$ cat src/rtl/io_pkg.sv
// Shared types and widths for the IN/OUT sequencer.
// The optional debouncer is selected by the IO_DEBOUNCE_EN macro (see io_debouncer).
package io_pkg;

  localparam int DATA_W = 32;
  localparam int SW_W   = 10;

  typedef enum logic [1:0] {
    IDLE         = 2'd0,
    WAIT_PRESS   = 2'd1,
    WAIT_RELEASE = 2'd2,
    DONE         = 2'd3
  } io_state_t;

  function automatic logic [DATA_W-1:0] zext_sw(input logic [SW_W-1:0] s);
    return {{(DATA_W-SW_W){1'b0}}, s};
  endfunction

endpackage

$ cat src/rtl/io_sequencer_if.sv
// Core-side I/O handshake between the decode stage (master) and the sequencer (slave).
interface io_sequencer_if;
  import io_pkg::*;

  logic              io_req;
  logic              io_sel;
  logic [DATA_W-1:0] wr_data;
  logic [DATA_W-1:0] rd_data;
  logic              stall;
  logic              io_done;

  modport master (output io_req, io_sel, wr_data, input rd_data, stall, io_done);
  modport slave  (input io_req, io_sel, wr_data, output rd_data, stall, io_done);

endinterface

$ cat src/rtl/io_debouncer.sv
// Enter-key input path: 2-flop synchronizer, then a counter debouncer when
// IO_DEBOUNCE_EN is defined; otherwise the synchronized level is used directly.
module io_debouncer #(
  parameter int DEBOUNCE_CYCLES = 500000
) (
  input  logic clk,
  input  logic rst_n,
  input  logic i_key_n,
  output logic o_level,
  output logic o_rise
);

  if (DEBOUNCE_CYCLES < 1) begin : g_bad_cfg
    $error("io_debouncer: DEBOUNCE_CYCLES must be at least 1");
  end

  logic r_sync1;
  logic r_sync2;

  // Synchronizer resets to the released (high) level of the active-low key.
  always_ff @(posedge clk or negedge rst_n) begin
    if (!rst_n) begin
      r_sync1 <= 1'b1;
      r_sync2 <= 1'b1;
    end else begin
      r_sync1 <= i_key_n;
      r_sync2 <= r_sync1;
    end
  end

`ifdef IO_DEBOUNCE_EN
  localparam int CNT_W = $clog2(DEBOUNCE_CYCLES + 1);
  localparam logic [CNT_W-1:0] CNT_LAST = CNT_W'(DEBOUNCE_CYCLES - 1);

  logic [CNT_W-1:0] r_cnt;
  logic             r_level;
  logic             w_pressed;
  logic             w_flip;

  assign w_pressed = ~r_sync2;
  assign w_flip    = (w_pressed != r_level) && (r_cnt == CNT_LAST);

  // Count consecutive disagreeing cycles; any agreement restarts the count.
  always_ff @(posedge clk or negedge rst_n) begin
    if (!rst_n) begin
      r_cnt   <= '0;
      r_level <= 1'b0;
    end else if (w_pressed == r_level) begin
      r_cnt <= '0;
    end else if (w_flip) begin
      r_cnt   <= '0;
      r_level <= w_pressed;
    end else begin
      r_cnt <= r_cnt + 1'b1;
    end
  end

  assign o_level = r_level;
  assign o_rise  = w_flip & w_pressed;
`else
  // Rise is flagged one stage early so capture lands on the edge the level rises.
  assign o_level = ~r_sync2;
  assign o_rise  = ~r_sync1 & r_sync2;
`endif

endmodule

$ cat src/rtl/io_sequencer.sv
// IN/OUT instruction sequencer: OUT latches the display word, IN stalls until a
// debounced enter press/release. Debouncing is controlled by IO_DEBOUNCE_EN.
module io_sequencer
  import io_pkg::*;
#(
  parameter int DEBOUNCE_CYCLES = 500000
) (
  input  logic              clk,
  input  logic              rst_n,
  io_sequencer_if.slave     bus,
  input  logic [SW_W-1:0]   sw,
  input  logic              key_n,
  output logic [DATA_W-1:0] disp_value,
  output logic              waiting
);

  io_state_t         r_state;
  logic [DATA_W-1:0] r_disp;
  logic [DATA_W-1:0] r_rd;
  logic              r_done;
  logic              r_waiting;
  logic              w_level;
  logic              w_rise;

  io_debouncer #(.DEBOUNCE_CYCLES(DEBOUNCE_CYCLES)) u_deb (
    .clk     (clk),
    .rst_n   (rst_n),
    .i_key_n (key_n),
    .o_level (w_level),
    .o_rise  (w_rise)
  );

  // Sequencer FSM; io_done and waiting are registered alongside the state.
  always_ff @(posedge clk or negedge rst_n) begin
    if (!rst_n) begin
      r_state   <= IDLE;
      r_disp    <= '0;
      r_rd      <= '0;
      r_done    <= 1'b0;
      r_waiting <= 1'b0;
    end else begin
      r_done <= 1'b0;
      case (r_state)
        IDLE: begin
          if (bus.io_req) begin
            if (bus.io_sel) begin
              r_state   <= WAIT_PRESS;
              r_waiting <= 1'b1;
            end else begin
              r_disp  <= bus.wr_data;
              r_state <= DONE;
              r_done  <= 1'b1;
            end
          end
        end
        WAIT_PRESS: begin
          // Only a fresh press edge counts; a key held on entry never rises here.
          if (!bus.io_req) begin
            r_state   <= IDLE;
            r_waiting <= 1'b0;
          end else if (w_rise) begin
            r_rd      <= zext_sw(sw);
            r_state   <= WAIT_RELEASE;
            r_waiting <= 1'b0;
          end
        end
        WAIT_RELEASE: begin
          if (!bus.io_req) begin
            r_state <= IDLE;
          end else if (!w_level) begin
            r_state <= DONE;
            r_done  <= 1'b1;
          end
        end
        DONE: begin
          r_state <= IDLE;
        end
        default: begin
          r_state   <= IDLE;
          r_waiting <= 1'b0;
        end
      endcase
    end
  end

  // Stall must assert in the request cycle itself, hence combinational.
  assign bus.stall   = ((r_state == IDLE) && bus.io_req) ||
                       (r_state == WAIT_PRESS) || (r_state == WAIT_RELEASE);
  assign bus.io_done = r_done;
  assign bus.rd_data = r_rd;
  assign disp_value  = r_disp;
  assign waiting     = r_waiting;

endmodule

$ cat src/flat_wrapper.sv
// flat-port wrapper written by rule: the top's interface ports become plain ports
module io_sequencer_flat import io_pkg::*;
#(
  parameter int DEBOUNCE_CYCLES = 500000
)
  (clk, rst_n, sw, key_n, disp_value, waiting, bus_io_req, bus_io_sel, bus_wr_data, bus_rd_data, bus_stall, bus_io_done);
  io_sequencer_if bus_i ();
  input  logic clk;
  input  logic rst_n;
  input  logic [SW_W-1:0] sw;
  input  logic key_n;
  output logic [DATA_W-1:0] disp_value;
  output logic waiting;
  input wire logic [$bits(bus_i.io_req)-1:0] bus_io_req;
  input wire logic [$bits(bus_i.io_sel)-1:0] bus_io_sel;
  input wire logic [$bits(bus_i.wr_data)-1:0] bus_wr_data;
  output wire logic [$bits(bus_i.rd_data)-1:0] bus_rd_data;
  output wire logic [$bits(bus_i.stall)-1:0] bus_stall;
  output wire logic [$bits(bus_i.io_done)-1:0] bus_io_done;
  assign bus_i.io_req = bus_io_req;
  assign bus_i.io_sel = bus_io_sel;
  assign bus_i.wr_data = bus_wr_data;
  assign bus_rd_data = bus_i.rd_data;
  assign bus_stall = bus_i.stall;
  assign bus_io_done = bus_i.io_done;
  io_sequencer #(.DEBOUNCE_CYCLES(DEBOUNCE_CYCLES)) u_core (.clk(clk), .rst_n(rst_n), .bus(bus_i), .sw(sw), .key_n(key_n), .disp_value(disp_value), .waiting(waiting));
endmodule
$ cat config.mk
export PLATFORM = sky130hd
export DESIGN_NAME = io_sequencer_flat
export DESIGN_NICKNAME = d
export VERILOG_FILES = /design/src/rtl/io_pkg.sv /design/src/rtl/io_sequencer_if.sv /design/src/rtl/io_debouncer.sv /design/src/rtl/io_sequencer.sv /design/src/flat_wrapper.sv
export SDC_FILE = /design/constraint.sdc
export NUM_CORES = 1
export LEC_CHECK = 0
export ABC_AREA = 1
export BUFFER_PORTS_ARGS = -buffer_cell sky130_fd_sc_hd__buf_4
export CAP_MARGIN = 20
export CORE_UTILIZATION = 48
export DETAILED_ROUTE_END_ITERATION = 8
export PLACE_DENSITY = 0.85
export SYNTH_ARGS = -nofsm -noshare
export SYNTH_HDL_FRONTEND = slang
export SYNTH_SLANG_ARGS = --single-unit
$ cat constraint.sdc
create_clock -name clk -period 3.5 [get_ports clk]
set_input_delay 0.525 -clock clk [delete_from_list [all_inputs] [get_ports clk]]
set_output_delay 0.525 -clock clk [all_outputs]
set_load 0.05 [all_outputs]
==> out/metrics.yaml <==
synth:
  synth_xor_area_share_pct: 0
  synthTopCellsByArea: "dfrtp_1 (53%), nand2_1 (16%), buf_4 (8.7%), nand3_1 (7.9%), dfstp_2 (2.4%)"
  synth_compound_area_share_pct: 3.47
  avgSynthCellArea_um2: 8.94
  async_flop_share_pct: 100
  yosysSeqAreaShare_pct: 55.6
  yosys.area_share.simple_pct: 28.2
  muxShareOfSynthArea_pct: 0
  synth_commonest_cells: "nand2_1 (91), dfrtp_1 (46), nand3_1 (34)"
  synth_ff_type: "dfrtp_1"
  synth_top_family_by_area: "simple AND/OR/NAND/NOR gates"
  yosys_warnings: 0
  synth_edf_count: 0
  postSynthRegisterBits: 48
  yosysMostFrequentCell: "nand2_1"
  yosysTopAreaCellShare_pct: 53.2
  syn_inst: 242
  syn_area_mm2: 0.00216
  synthAdderAreaFrac_pct: 0
  synth_top_cell_by_area: "dfrtp_1"
  ys_types: 22
clock_network:
  cts_buffers: 5
  cts_tree: "yes"
  cts.sinks: 48
  clkLatencyLatePin_ns: 0.29
  cts_root_buffer: "clkbuf_8"
  clk_pin_slew_ns: 0.09
  post_cts_resized: 0
  ctsHtreeMaxLevel: 2
  ctsHoldBuffers: 0
  cts_setup_buffers: 0
  clockBufferDepth: 2
placement:
  io_buffers: 91
  hpwlAfterDp_um: 3260
  gp_congestion: 0.818
  dpl_cell_area_mm2: 0.00275
global_route:
  grt_start_max_net_pins: 49
  grt_overflow_total: 0
  track_usage_pct: 20.1
  antenna_found_initial: 0
  grt_pass1_wl_um: 7800
  grt_pass1_vias: 1764
layout:
  syn_to_final_growth_pct: 32.0
  final_nets: 375
  drive_gt1_share_pct: 32.8
  n_antenna_cell: 0
  design_area_mm2: 0.00286
critical_path:
  cp_max_fo: 6
  cp_common_cell: "inv_1"
  cp.arrival_ns: 1.33
  crit_slowest_cell: "dfrtp_1"
  criticalPathCategory: "reg2out"
  required_ns: 2.97
  worstPathCellList: "inv_1 > nor2_1 > inv_1 > nand2_1 > buf_4"
  cp-end-kind: "output pin"
  worstSetupStartpointType: "flip-flop"
  cp_slowest_stage_delay_ns: 0.48
die:
  die_area_mm2: 0.00478
  die_y_um: 69.1
  core-area_mm2: 0.00435
  initial_utilization_pct: 49.7
  core.rowCount: 24
  io_pins: 114
  dieWidth_um: 69.1
job:
  maxCapViolCount: 0
detailed_routing:
  via_count: 1859
  dr.pass1.iters: 4
  dr.first_iter.drc_count: 100
  viasPerCell: 4.88
  wirelength_um: 4600
  ant_nets: 0
  drc: 0
  avgRoutedWirePerCell_um: 12.1
timing:
  grt_setup_unrepaired: "false"
  tightestPinTransition_ns: 0.801
  finalCritPeriodShare_pct: 52.9
  finalSetupTns_ns: 0
  skew_ns: 0.00851
  min_period_ns: 1.85
  relSlewSlack_pct: 46.5
  setup_viol: 0
  hold_violations: 0
  report.final.slew_viol_count: 0
  fmax_ghz: 0.540
pwr:
  powerDensity_mw_per_mm2: 1090
  power_leakage_nw: 1.60
  ir_drop_v: 0.000591
  finalPower_mw: 3.11
status:
  status: "complete, no violations"
min_path:
  hp-class: "in2async"
-- area by class of cell --
type	instances	area, um^2
Fill cell	361	1500
Sequential cell	48	1200
Multi-Input combinational cell	175	767
Timing Repair Buffer	91	683
Clock buffer	5	68.8
Tap cell	52	65.1
Clock inverter	3	42.5
Inverter	7	26.3
-- logic make-up after synthesis --
| family | Yosys count |
|---|---|
| AO/OA/AOI/OAI | 15 |
| buffers and inverters | 40 |
| flip-flops | 48 |
| other | 1 |
| AND/OR/NAND/NOR | 138 |
-- state kept, by name, indices dropped and copies added (netlist names) --
register              flops
u_core.u_deb.r_sync1      1
u_core.r_state            2
u_core.u_deb.r_sync2      1
u_core.disp_value        32
u_core.waiting            1
u_core.bus.rd_data       10
u_core.bus.io_done        1
-- worst paths after layout --
check                           slack (ns)                                 to                            from  depth (start not counted)
worst max register to register        1.70  u_core.disp_value[27]$_DFFE_PN0P_   u_core.r_state[0]$_DFFE_PN0P_                          4
max in group asynchronous             2.86  u_core.bus.rd_data[5]$_DFFE_PN0P_                           rst_n                          1
worst min-delay path                  0.21  u_core.disp_value[13]$_DFFE_PN0P_                           rst_n                          1
worst max-delay path                  1.65                          bus_stall   u_core.r_state[0]$_DFFE_PN0P_                          5
worst min register to register        0.38     u_core.u_deb.r_sync2$_DFF_PN1_  u_core.u_deb.r_sync1$_DFF_PN1_                          0
min in group clk                      0.34     u_core.u_deb.r_sync1$_DFF_PN1_                           key_n                          1
-- metal layers --
| layer | GRT usage (%) | share of wire, % | vias up |
|---|---|---|---|
| li1 | - | - | 892 |
| met1 | 25.0 | 42 | 879 |
| met3 | 8.19 | 9.0 | 2 |
| met2 | 32.8 | 48 | 86 |
| met4 | 4.76 | 0.37 | 0 |
| met5 | 0 | 0 | - |
-- cell usage in the layout (no fill, tap or decap) --
cell / count
nand4_1: 1
clkinvlp_4: 1
o21ai_0: 10
conb_1: 22
dfstp_2: 2
o21ai_1: 2
nand3_2: 1
a21oi_1: 3
nand2_1: 91
nor2_8: 1
bufinv_16: 1
clkbuf_8: 5
nand2_4: 1
nor2_4: 2
inv_1: 5
inv_2: 2
buf_4: 91
nor2_1: 6
nand3_1: 34
dfrtp_1: 46
nor3_1: 1
clkinv_2: 1
-- through the flow --
stage,cells,worst slack (ns),util [%],hold slack (ns)
2_1_floorplan,263,1.91,-,0.229
3_3_place_gp,373,1.75,63.0,0.355
3_5_place_dp,373,1.68,63.0,0.367
4_1_cts,381,1.63,65.6,0.240
5_1_grt,381,1.51,65.6,0.266
6_report,381,1.65,65.6,0.215
-- critical path, delay by kind of cell, from the launching register on --
family	cells	cell delay [ns]
buffers and inverters	3	0.37
AND/OR/NAND/NOR	2	0.19
flip-flops	1	0.48
-- power by group --
part / internal, mW / switching [mW] / total [mW]
sequential: 0.804 / 0.153 / 0.957
clock: 0.211 / 0.181 / 0.393
combinational: 0.466 / 1.29 / 1.76
total: 1.48 / 1.63 / 3.11
Power figures use the tool's default switching activity.
